File: src/rtl/spi_master_param.sv
// Parametrised SPI master: per-transfer CPOL/CPHA, full-duplex, start/busy/done.
// Ports: start, d_in, ss_sel, cpol, cpha, miso in; sclk, mosi, ss, busy, done, d_out out.
module spi_master_param #(
  parameter int DATA_W    = 8,
  parameter int CLK_DIV   = 2,
  parameter int NUM_SS    = 4,
  parameter int MSB_FIRST = 1,
  parameter int SSW       = (NUM_SS > 1) ? $clog2(NUM_SS) : 1
) (
  input  logic              clk,
  input  logic              rst,
  input  logic              start,
  input  logic [DATA_W-1:0] d_in,
  input  logic [SSW-1:0]    ss_sel,
  input  logic              cpol,
  input  logic              cpha,
  input  logic              miso,
  output logic              sclk,
  output logic              mosi,
  output logic [NUM_SS-1:0] ss,
  output logic              busy,
  output logic              done,
  output logic [DATA_W-1:0] d_out
);

  localparam int CW = (CLK_DIV > 1) ? $clog2(CLK_DIV) : 1;
  localparam int EW = $clog2(2 * DATA_W + 1);
  localparam logic [CW-1:0] DIV_LAST = CW'(CLK_DIV - 1);
  localparam logic [EW-1:0] EDGES = EW'(2 * DATA_W);

  localparam logic [1:0] IDLE  = 2'd0;
  localparam logic [1:0] SETUP = 2'd1;
  localparam logic [1:0] XFER  = 2'd2;
  localparam logic [1:0] HOLD  = 2'd3;

  logic [1:0]        state;
  logic [CW-1:0]     cnt;
  logic [EW-1:0]     ecnt;
  logic [EW-1:0]     e_num;
  logic [DATA_W-1:0] shreg;
  logic              rx_bit;
  logic              cpol_q;
  logic              cpha_q;
  logic              tick;
  logic              lead;
  logic              last;
  logic              first_bit;
  logic              nxt_bit;
  logic [NUM_SS-1:0] sel_dec;

  // Shift one received bit in at the end opposite to the outgoing bit.
  function automatic logic [DATA_W-1:0] shift_in(
    input logic [DATA_W-1:0] r,
    input logic              b
  );
    if (MSB_FIRST != 0) return {r[DATA_W-2:0], b};
    else                return {b, r[DATA_W-1:1]};
  endfunction

  always_comb begin
    tick      = (cnt == DIV_LAST);
    e_num     = ecnt + EW'(1);
    lead      = e_num[0];
    last      = (e_num == EDGES);
    first_bit = (MSB_FIRST != 0) ? d_in[DATA_W-1] : d_in[0];
    nxt_bit   = (MSB_FIRST != 0) ? shreg[DATA_W-2] : shreg[1];
    sel_dec   = '1;
    for (int i = 0; i < NUM_SS; i++) begin
      if (SSW'(i) == ss_sel) sel_dec[i] = 1'b0;
    end
  end

  always_ff @(posedge clk or negedge rst) begin
    if (!rst) begin
      state  <= IDLE;
      cnt    <= '0;
      ecnt   <= '0;
      shreg  <= '0;
      rx_bit <= 1'b0;
      cpol_q <= 1'b0;
      cpha_q <= 1'b0;
      sclk   <= 1'b0;
      mosi   <= 1'b0;
      ss     <= '1;
      busy   <= 1'b0;
      done   <= 1'b0;
      d_out  <= '0;
    end else begin
      done <= 1'b0;
      unique case (state)
        IDLE: begin
          sclk <= cpol_q;
          mosi <= 1'b0;
          if (start) begin
            state  <= SETUP;
            cnt    <= '0;
            ecnt   <= '0;
            shreg  <= d_in;
            cpol_q <= cpol;
            cpha_q <= cpha;
            sclk   <= cpol;
            mosi   <= first_bit;
            ss     <= sel_dec;
            busy   <= 1'b1;
          end
        end
        SETUP, XFER: begin
          cnt <= tick ? '0 : cnt + CW'(1);
          if (tick) begin
            // One extra idle half-period follows the last edge.
            if (state == XFER && ecnt == EDGES) begin
              state <= HOLD;
            end else begin
              state <= XFER;
              ecnt  <= e_num;
              sclk  <= ~sclk;
              if (lead) begin
                if (!cpha_q) begin
                  rx_bit <= miso;
                end else if (ecnt != '0) begin
                  shreg <= shift_in(shreg, rx_bit);
                  mosi  <= nxt_bit;
                end
              end else if (!cpha_q) begin
                shreg <= shift_in(shreg, rx_bit);
                if (!last) mosi <= nxt_bit;
              end else if (last) begin
                shreg <= shift_in(shreg, miso);
              end else begin
                rx_bit <= miso;
              end
            end
          end
        end
        HOLD: begin
          cnt <= tick ? '0 : cnt + CW'(1);
          if (tick) begin
            state <= IDLE;
            ss    <= '1;
            busy  <= 1'b0;
            done  <= 1'b1;
            d_out <= shreg;
            mosi  <= 1'b0;
          end
        end
        default: state <= IDLE;
      endcase
    end
  end

endmodule
File: config.mk
export PLATFORM = sky130hd
export DESIGN_NAME = spi_master_param
export DESIGN_NICKNAME = d
export VERILOG_FILES = /design/src/rtl/spi_master_param.sv
export SDC_FILE = /design/constraint.sdc
export NUM_CORES = 1
export LEC_CHECK = 0
export BUFFER_PORTS_ARGS = -buffer_cell sky130_fd_sc_hd__buf_4
export CORE_MARGIN = 2
export CORE_UTILIZATION = 30
export DETAILED_ROUTE_END_ITERATION = 8
export SLEW_MARGIN = 30
export SYNTH_ARGS = -nofsm -noshare
export SYNTH_HDL_FRONTEND = slang
export SYNTH_SLANG_ARGS = --single-unit
File: constraint.sdc
create_clock -name clk -period 2.6 [get_ports clk]
set_input_delay 0.39 -clock clk [delete_from_list [all_inputs] [get_ports clk]]
set_output_delay 0.39 -clock clk [all_outputs]
set_load 0.02 [all_outputs]
* Word level (Yosys, flattened, before mapping)
Index checks and enable logic that the tools add are counted.
Operators by class: divide/modulo/power cells 0, $mul 0, reductions and logical operators 18, mux-type cells 50, eq/ne operators 20, shifts and indexed selects 0, add/subtract/negate cells 2, bitwise gates (word level) 2, $lt $le $gt $ge 0
Operator list (number):
- $mux 8 | 8
- $mux 1 | 26
- $pmux 8 s2 | 1
- $mux 5 | 3
- $ne 3x3->1 const B | 5
- $reduce_and 7->1 | 2
- $ne 2x2->1 const B | 6
- $eq 5x5->1 const B | 2
- $pmux 5 s2 | 1
- $reduce_and 3->1 | 3
- $mux 4 | 2
- $pmux 4 s2 | 1
- $mux 2 | 3
- $pmux 1 s2 | 3
- $pmux 2 s3 | 1
- $reduce_and 6->1 | 1
- $reduce_bool 2->1 | 3
- $add 5x1->5 const B | 1
- $reduce_bool 5->1 | 1
- $eq 2x2->1 const A | 2
- $eq 2x2->1 const B | 2
- $logic_not 2->1 | 2
- $ne 4x4->1 const B | 1
- $reduce_and 2->1 | 2
- 9 further kinds | 10
Word-level totals: bits in registers 35, bits in read-only memories 0, memories 0, logic and storage cells 105, bits in latches 0, output and inout bits 16, input port bits 16, memory bits (writable) 0

* Longest topological paths before layout
Gate-level depths: netlist of the first run.
depth in word-level cells 8, mapped depth 9, mapped depth without buffers 7

* Least setup slack after synthesis of the first run
No wires, ideal clock.
path type reg2reg, start register ecnt[0], end register shreg[0], path slack 484 ps, required time 2475 ps, arrival 1991 ps, buffers on the path 1, clock period less this slack 2116 ps, cell stages (with the launch flop) 9, setup time 125 ps, cells stage by stage dfrtp_1 buf_2 inv_1 ha_1 or4b_1 a21oi_1 o22ai_1 o211ai_2 mux2_2
On the way: longest elaborated chain between the ends 5
RTL lines:
- start: declaration | RTL line 38 | logic [EW-1:0] ecnt;
- start signal: assignment | RTL line 115 | ecnt <= e_num;
- branches (longest 5 deep; another with $add 5x1->5)
- end signal: assignment | RTL line 98 | shreg <= d_in;
- end signal: assignment | RTL line 121 | shreg <= shift_in(shreg, rx_bit);
- end signal: assignment | RTL line 125 | shreg <= shift_in(shreg, rx_bit);
- end: declaration | RTL line 40 | logic [DATA_W-1:0] shreg;
Several ways; the timed one is not identified. The select of a mux whose other input is x is not followed. A chain may end at the register's enable or synchronous reset.

* Final worst setup path of the first run
start register ecnt[0], end register shreg[5]
The elaborated chain is that of the path after synthesis.

==> results of run 1 <==
layer usage:
layer  GRT usage (%)  share of wire [%]  wire (um)  vias up
li1                -                  -          -      684
met1           15.79                 48       1720      650
met2           18.23                 46       1652       21
met3           3.370                4.5        162        6
met4           4.000                1.3         46        0
met5               0                  0          0        -
layout make-up:
class	count	area, um2
fill	591	3695
sequential	35	880.8
multi-input combinational	124	880.8
timing repair buffer	34	255.2
tap	75	93.84
clock buffer	7	76.32
inverter	9	33.78
clock inverter	1	5.005
worst paths after layout:
check | from | to | slack, ns | cells past startpoint
max in group asynchronous | rst | ss[2] | 2.21 | 1
min | rst | ecnt[2] | 0.05 | 1
max reg2reg | ecnt[0] | shreg[5] | 0.32 | 7
min in group clk | ss_sel[1] | ss[2] | 0.26 | 2
min reg2reg | ss[3] | ss[3] | 0.50 | 2
max | ecnt[0] | shreg[5] | 0.32 | 7
worst max-delay path, delay by kind of cell (launching register included):
| family | cells | cell delay, ns |
|---|---|---|
| DFF | 1 | 0.49 |
| adders and majority gates | 1 | 0.18 |
| AOI/OAI and AO/OA | 3 | 0.48 |
| and+or+nand+nor | 1 | 0.46 |
| buffers and inverters | 1 | 0.16 |
| muxes | 1 | 0.39 |
state kept, by name (all words and copies together), names as in the netlist:
| name | flops |
|---|---|
| busy | 1 |
| cnt | 1 |
| cpha_q | 1 |
| cpol_q | 1 |
| d_out | 8 |
| done | 1 |
| ecnt | 5 |
| mosi | 1 |
| rx_bit | 1 |
| sclk | 1 |
| shreg | 8 |
| ss | 4 |
| state | 2 |
cells in the mapped netlist, drive strengths merged (2+ instances only):
cell	count
dfrtp	31
mux2	26
nor2	17
nand2	15
nand3	10
a21oi	9
inv	9
ha	6
o21ai	6
buf	5
nor3	5
clkbuf	4
dfstp	4
mux2i	4
o211ai	3
a31oi	2
nand2b	2
nand3b	2
o22ai	2
through the flow:
stage | area, um2 | total power [uW] | instances
5_1_grt | 2226 | 3383 | 285
6_report | 2226 | 3112 | 285
3_3_place_gp | 2145 | 2735 | 277
3_5_place_dp | 2145 | 2762 | 277
2_1_floorplan | 1842 | 2307 | 177
4_1_cts | 2226 | 3153 | 285
power by group through the flow:
stage | logic [uW] | clock network [uW] | registers (uW)
5_1_grt | 1870 | 414 | 1100
2_1_floorplan | 1180 | 0 | 1130
6_report | 1670 | 381 | 1060
3_5_place_dp | 1690 | 0 | 1070
4_1_cts | 1700 | 393 | 1060
3_3_place_gp | 1670 | 0 | 1070
cells by family (layout without fill, tap and decap cells):
family          count (synthesis)  after routing  synth area share (%)
simple gates                   59             59                 15.35
compound gates                 28             28                 9.850
xor+xnor                        1              1                0.4756
buf+inv                        18             51                 4.347
fa+ha+maj                       6              6                 4.076
flops                          35             35                 47.83
mux                            30             30                 18.07
==> results.ini, run 1 <==
[floorplanning]
rows=28
start_util_pct=31.11
die_width_um=82.36
core_um2=5921
dieHeight_um=82.36
die_area_um2=6782
pin_count=32

[finish]
diodes=0
drive_above_1_share_pct=34.76
utilization_pct=37.60
syn2layout_area_growth_pct=20.86
final_cell_mix=buf_4 (34), dfrtp_1 (31), mux2_2 (26)
layout_commonest_cell=buf_4
nets=231

[setup_path]
crit_chain=inv_1 > ha_1 > or4b_1 > a21oi_1 > o22ai_1 > o211ai_2 > mux2_2
cpPeakStageDelay_ns=0.49
worstPathRequired_ns=2.77
worst_path_max_delay_cell=dfrtp_1
arrival_ns=2.45
worstSetupEndpointType=register
worstPathMaxFanout=11
crit_type=reg2reg
start_kind=register

[grt]
grt_overflow=0
first_global_vias=1297
grt_max_degree=36
antenna_found_initial=0
grt_pass1_wl_mm=6.051
track_usage_pct=11.78

[routing]
detail_route.wl_per_cell_um=12.57
via_per_inst=4.775
drc=0
routed_wl_mm=3.583
vias=1361
ant_nets=0
dr.pass1.iters=4
drtIter0Drc=62

[timing]
hold_viol=0
fin_crit_sh_pct=87.61
relSlewSlack_pct=60.81
rsz0062_at_grt=false
fin_worst_skew_ns=0.002558
tns_ns=0
setup_viol=0
fmax_mhz=439.0
report.final.slew_viol_count=0
hold_ws_ns=0.05243
setup_ws_ns=0.3221
tightest_slew_ns=0.5833
period_minus_slack_ns=2.278

[synthesis]
async_flop_share_pct=100.0
synth_cells=177
synth_top_area_share_pct=42.12
ys_ff_latch=35
yosys_warnings=0
netlist_area_um2=1842
avgSynthCellArea_um2=10.41
synth_nets=199
synth-seq-area-share_pct=47.83
synth.distinct_cells=37
synth-edff-count=0
synth_largest_area_cell=dfrtp_1
ys_top_cells_by_area=dfrtp_1 (42%), mux2_2 (16%), dfstp_2 (5.7%)
synth_ff_type=dfrtp_1

[power]
peakVddDrop_mv=0.5950
sw_frac_of_total_pct=40.47
switching_power_uw=1259
powerDensity_nw_per_um2=1398
comb_power_share_pct=53.8
pwr-share-clk_pct=12.2
leakagePower_uw=0.001005
p_seq_share_pct=34.0
p_int_uw=1852

[run]
maxCapViolations=0

[clock_network]
cts_buffer_depth=2
cts.clk_slew.worst_paths_ns=0.07
post_cts_buffers=0
htreeDepth=2
cts_hold_buffers=0
root_buffer=clkbuf_8
numCtsBuffers=5
clk-insertion-delay-late_ns=0.28
cts_sinks=35
cts_tree=built
cts_resized=0

[placement]
port_buffers=31
dp_slack_ns=0.3424
finalWeightedCongestion=0.8174
dp_hpwl_mm=2.652

[status]
status=completed

[hold_path]
holdCritPathClass=in2async

Power figures use the tool's default switching activity.
==> inputs of run 2 (changes only) <==
BUFFER_PORTS_ARGS = -buffer_cell sky130_fd_sc_hd__buf_2   (was -buffer_cell sky130_fd_sc_hd__buf_4)
CORE_ASPECT_RATIO = 1.1   (was default)
==> run 2 against run 1 <==
Compared with the run above:
- global-route usage increased by 0.33 points
- clock power increased by 1%
- critical path depth stayed put
- die area about the same
- sequential share of layout area increased by 1.5 points
- utilization down 0.84 points
- final area shrank 3.5%
- worst hold slack gained 0.12 ns
- worst setup slack better by 0.023 ns
- register-to-register slack gained 0.02 ns
- maximum frequency is 1.0% higher
- count of clock-buffer cells in the layout decreased by 1
- critical path type unchanged
- largest cell class unchanged
- largest power group unchanged
==> results.ini, run 2 (synthesis results as in run 1) <==
[grt]
grt_pass1_wl_mm=6.437  ; +6.4%
grt_overflow=0  ; unchanged
first_global_vias=1402  ; +8.1%
track_usage_pct=12.12  ; +0.33 points
antenna_found_initial=0  ; unchanged
grt_max_degree=36  ; unchanged

[clock_network]
numCtsBuffers=5  ; unchanged
clk-insertion-delay-late_ns=0.29  ; about the same
cts_sinks=35  ; unchanged
cts_buffer_depth=2  ; unchanged
cts.clk_slew.worst_paths_ns=0.07  ; about the same
cts_hold_buffers=0  ; unchanged
post_cts_buffers=0  ; unchanged
htreeDepth=2  ; unchanged
cts_resized=0  ; unchanged
root_buffer=clkbuf_8
cts_tree=built

[setup_path]
worstPathRequired_ns=2.77  ; about the same
ff2ff_path_depth=7  ; unchanged
crit_chain=inv_1 > ha_1 > or4b_1 > a21oi_1 > o22ai_1 > o211ai_2 > mux2_2
worstSetupEndpointType=register
worst_path_max_delay_cell=dfrtp_1
crit_family=flip-flops
arrival_ns=2.43  ; -0.02 ns
worstPathMaxFanout=11  ; unchanged
reg2reg_to=shreg[1]
r2r-start=ecnt[0]
start_kind=register
rrSetupSlack_ns=0.35  ; +0.02 ns
cpPeakStageDelay_ns=0.49  ; about the same
cp_num_buf_inv=1  ; unchanged
crit_type=reg2reg

[finish]
nets=230  ; -0.43%
drive_above_1_share_pct=34.93  ; +0.17 points
diodes=0  ; unchanged
multi_input_area_um2=880.8  ; unchanged
biggestRegsByFlops=d_out x8, shreg x8, ecnt x5
fillers=597  ; +1.0%
final_cell_mix=dfrtp_1 (31), buf_2 (31), mux2_2 (26)
syn2layout_area_growth_pct=16.58
regArea_um2=880.8  ; unchanged
utilization_pct=36.75  ; -0.84 points

[timing]
period_minus_slack_ns=2.255  ; -0.02327 ns
report.final.slew_viol_count=0  ; unchanged
fmax_mhz=443.5  ; +1.0%
tightest_slew_ns=0.7698  ; +0.1865 ns
tns_ns=0  ; unchanged
hold_ws_ns=0.1677  ; +0.1153 ns
hold_viol=0  ; unchanged
setup_viol=0  ; unchanged
relSlewSlack_pct=48.68  ; -12 points
rsz0062_at_grt=false
fin_crit_sh_pct=86.72  ; -0.90 points
fin_worst_skew_ns=0.007057  ; +0.004499 ns
setup_ws_ns=0.3454  ; +0.02327 ns

[routing]
drtIter0Drc=45  ; -27%
ant_nets=0  ; unchanged
vias=1399  ; +2.8%
met3_length_um=167  ; +3.1%
via_per_inst=4.892  ; +2.4%
dr.pass1.iters=4  ; unchanged
routed_wl_mm=3.695  ; +3.1%
drc=0  ; unchanged
met1Wirelength_mm=1.707  ; -0.76%
wl_met2_mm=1.757  ; +6.4%
highest_layer=met4
detail_route.wl_per_cell_um=12.92  ; +2.8%

[floorplanning]
pin_count=32  ; unchanged
core_um2=5842  ; -1.3%
start_util_pct=31.53  ; +0.42 points
rows=29  ; +3.6%
dieHeight_um=86.18  ; +4.6%
die_area_um2=6782  ; about the same
die_width_um=78.71  ; -4.4%

[power]
peakVddDrop_mv=0.6276  ; +5.5%
powerDensity_nw_per_um2=1418  ; +1.4%
leakagePower_uw=0.0009726  ; -3.2%
power_uw=3044  ; -2.2%

[status]
status=completed

[run]
maxCapViolations=0  ; unchanged

[placement]
dp_hpwl_mm=2.680  ; +1.0%
dp_slack_ns=0.3516  ; +0.009171 ns
finalWeightedCongestion=0.8252  ; +0.95%
port_buffers=31  ; unchanged

[hold_path]
holdCritPathClass=in2async

-- run 2: cell count changes in the layout (fill, tap and decap cells not counted), sizes merged --
cell / before / now
clkbuf: 7 / 6
buf: 34 / 33
clkinvlp: 0 / 1
-- run 2: final cells by class --
class                   instances  area share (%)
clock buffers                   6           3.380
repair buffers                 33           7.925
flip-flops and latches         35           41.03
well taps                      77           4.487
multi-input cells             124           41.03
inverters                       9           1.573
clock inverters                 2          0.5828
-- run 2: layer usage --
layer	GRT usage, %	vias to the layer above
met3	3.021	6
met2	20.59	31
met4	5.263	0
met5	0	-
li1	-	681
met1	14.58	681
-- run 2: power breakdown --
group / total [uW] / switching (uW) / internal, uW
Clock: 385 / 198 / 187
Sequential: 1060 / 222 / 837
Combinational: 1600 / 852 / 748
-- run 2: worst register-to-register path, delay by kind of cell, from the launching register on --
family,cells,cell delay (ns)
simple gates,1,0.46
buf+inv,1,0.17
mux,1,0.39
compound gates,3,0.46
fa+ha+maj,1,0.18
flops,1,0.49
-- run 2: worst max-delay path by stage --
stage / from / end / slack (ns) / cells past startpoint
after floorplan: ecnt[0] / shreg[0] / 0.48 / 8
after global placement: ecnt[0] / shreg[6] / 0.40 / 7
after detailed placement: ecnt[0] / shreg[2] / 0.35 / 7
after CTS: ecnt[0] / shreg[1] / 0.34 / 7
after global routing: ecnt[0] / shreg[1] / 0.15 / 7
final: ecnt[0] / shreg[1] / 0.35 / 7
-- run 2: per-stage QoR --
step	area, um2	instances
detailed placement	2062	278
global route	2147	286
floorplan	1842	177
CTS	2147	286
finish	2147	286
global placement	2062	278
==> inputs of run 3 (changes only) <==
CORE_UTILIZATION = 45   (was 30)
PLACE_DENSITY = 0.66   (was default)
==> run 3 against run 2 <==
Compared with the run above:
- sequential share of layout area up 0.61 points
- largest cell class unchanged
- die area down 32%
- critical path type unchanged
- count of clock-buffer cells in the layout did not move
- highest routed layer unchanged
- sequential power about the same
==> results.ini, run 3 (synthesis results as in run 1) <==
[grt]
antenna_found_initial=0  ; unchanged
first_global_vias=1390  ; -0.86%
grt_max_degree=36  ; unchanged
grt_overflow=0  ; unchanged
grt_pass1_wl_mm=6.610  ; +2.7%
track_usage_pct=18.41  ; +6.3 points

[routing]
via_per_inst=5.402  ; +10%
routed_wl_mm=3.725  ; +0.81%
vias=1410  ; +0.79%
ant_nets=0  ; unchanged
drc=0  ; unchanged
drtIter0Drc=35  ; -22%
detail_route.wl_per_cell_um=14.27  ; +10%
dr.pass1.iters=4  ; unchanged

[clock_network]
cts_sinks=35  ; unchanged
post_cts_buffers=0  ; unchanged
cts_resized=0  ; unchanged
htreeDepth=2  ; unchanged
cts_tree=built
numCtsBuffers=5  ; unchanged
cts_buffer_depth=2  ; unchanged
root_buffer=clkbuf_8
cts_hold_buffers=0  ; unchanged
cts.clk_slew.worst_paths_ns=0.07  ; about the same
clk-insertion-delay-late_ns=0.28  ; about the same

[status]
status=completed

[timing]
period_minus_slack_ns=2.308  ; +0.05305 ns
relSlewSlack_pct=49.21  ; +0.54 points
hold_viol=0  ; unchanged
tightest_slew_ns=0.7618  ; -0.008043 ns
tns_ns=0  ; unchanged
report.final.slew_viol_count=0  ; unchanged
fin_crit_sh_pct=88.76  ; +2.0 points
rsz0062_at_grt=false
setup_viol=0  ; unchanged
fin_worst_skew_ns=0.004401  ; -0.002656 ns
fmax_mhz=433.3  ; -2.3%

[placement]
finalWeightedCongestion=0.7872  ; -4.6%
dp_hpwl_mm=2.720  ; +1.5%
dp_cells=253  ; -9.0%
port_buffers=31  ; unchanged

[finish]
diodes=0  ; unchanged
instances_no_fill=261  ; -8.7%
drive_above_1_share_pct=34.93  ; unchanged
final_cell_mix=dfrtp_1 (31), buf_2 (31), mux2_2 (26)
syn2layout_area_growth_pct=14.88
biggestRegsByFlops=d_out x8, shreg x8, ecnt x5
utilization_pct=53.79  ; +17 points
nets=230  ; unchanged

[setup_path]
worstSetupEndpointType=register
crit_family=flip-flops
ff2ff_path_depth=7  ; unchanged
crit_type=reg2reg
arrival_ns=2.47  ; +0.04 ns
worstPathRequired_ns=2.77  ; about the same
worst_path_max_delay_cell=dfrtp_1
cp_num_cells=7  ; unchanged
cpPeakStageDelay_ns=0.50  ; about the same
crit_chain=inv_1 > ha_1 > or4b_1 > a21oi_1 > o22ai_1 > o211ai_2 > mux2_2
start_kind=register
cp_num_buf_inv=1  ; unchanged
worstPathMaxFanout=11  ; unchanged

[power]
p_seq_share_pct=34.8  ; about the same
p_int_uw=1774  ; about the same
sw_frac_of_total_pct=41.93  ; +0.16 points
leakagePower_uw=0.0009726  ; unchanged
powerDensity_nw_per_um2=1444  ; +1.8%
peakVddDrop_mv=0.8012  ; +28%
pwr-share-clk_pct=12.5  ; about the same
switching_power_uw=1281  ; +0.71%
comb_power_share_pct=52.7  ; about the same

[floorplanning]
die_width_um=65.00  ; -17%
die_area_um2=4621  ; -32%
pin_count=32  ; unchanged
rows=24  ; -17%
dieHeight_um=71.10  ; -17%
start_util_pct=46.82  ; +15 points
core_um2=3934  ; -33%

[hold_path]
holdCritPathClass=in2async

[run]
maxCapViolations=0  ; unchanged

run 3: cell counts in the layout (fill, tap and decap cells not counted):
No cell type changed its count.
run 3: final timing paths:
kind	start	to	slack (ns)
worst min register to register	d_out[3]	d_out[3]	0.51
worst max-delay path	ecnt[0]	shreg[2]	0.29
min in group clk	ss_sel[1]	ss[2]	0.27
max in group asynchronous	rst	shreg[1]	1.93
worst min-delay path	rst	ecnt[2]	0.17
worst max register to register	ecnt[0]	shreg[2]	0.29
run 3: metrics by stage:
stage	worst slack, ns	cell area, um2	total power, uW	hold WS [ns]
4_1_cts	0.3290	2116	3070	0.2077
3_5_place_dp	0.3325	2031	2682	0.4916
2_1_floorplan	0.4838	1842	2307	0.09441
3_3_place_gp	0.4258	2031	2624	0.4857
5_1_grt	0.2180	2116	3304	0.2344
6_report	0.2923	2116	3054	0.1727
run 3: metal layers:
| metal | vias up | wire (um) | track usage, % |
|---|---|---|---|
| li1 | 679 | - | - |
| met1 | 692 | 1664 | 23.36 |
| met2 | 35 | 1884 | 30.01 |
| met3 | 4 | 141 | 4.769 |
| met4 | 0 | 35 | 7.329 |
| met5 | - | 0 | 0 |
run 3: final cells by class:
type,count,area [um2]
clock buffers,6,72.57
repair buffers,33,170.2
clock inverters,2,12.51
inverters,9,33.78
multi-input cells,124,880.8
flip-flops and latches,35,880.8
fillers,340,1818
well taps,52,65.06
run 3: power groups by stage:
| stage | registers, uW | clock network, uW | logic, uW |
|---|---|---|---|
| final | 1060 | 381 | 1610 |
| after global routing | 1100 | 419 | 1790 |
| after CTS | 1060 | 391 | 1620 |
| after detailed placement | 1070 | 0 | 1620 |
| after global placement | 1050 | 0 | 1570 |
| after floorplan | 1130 | 0 | 1180 |
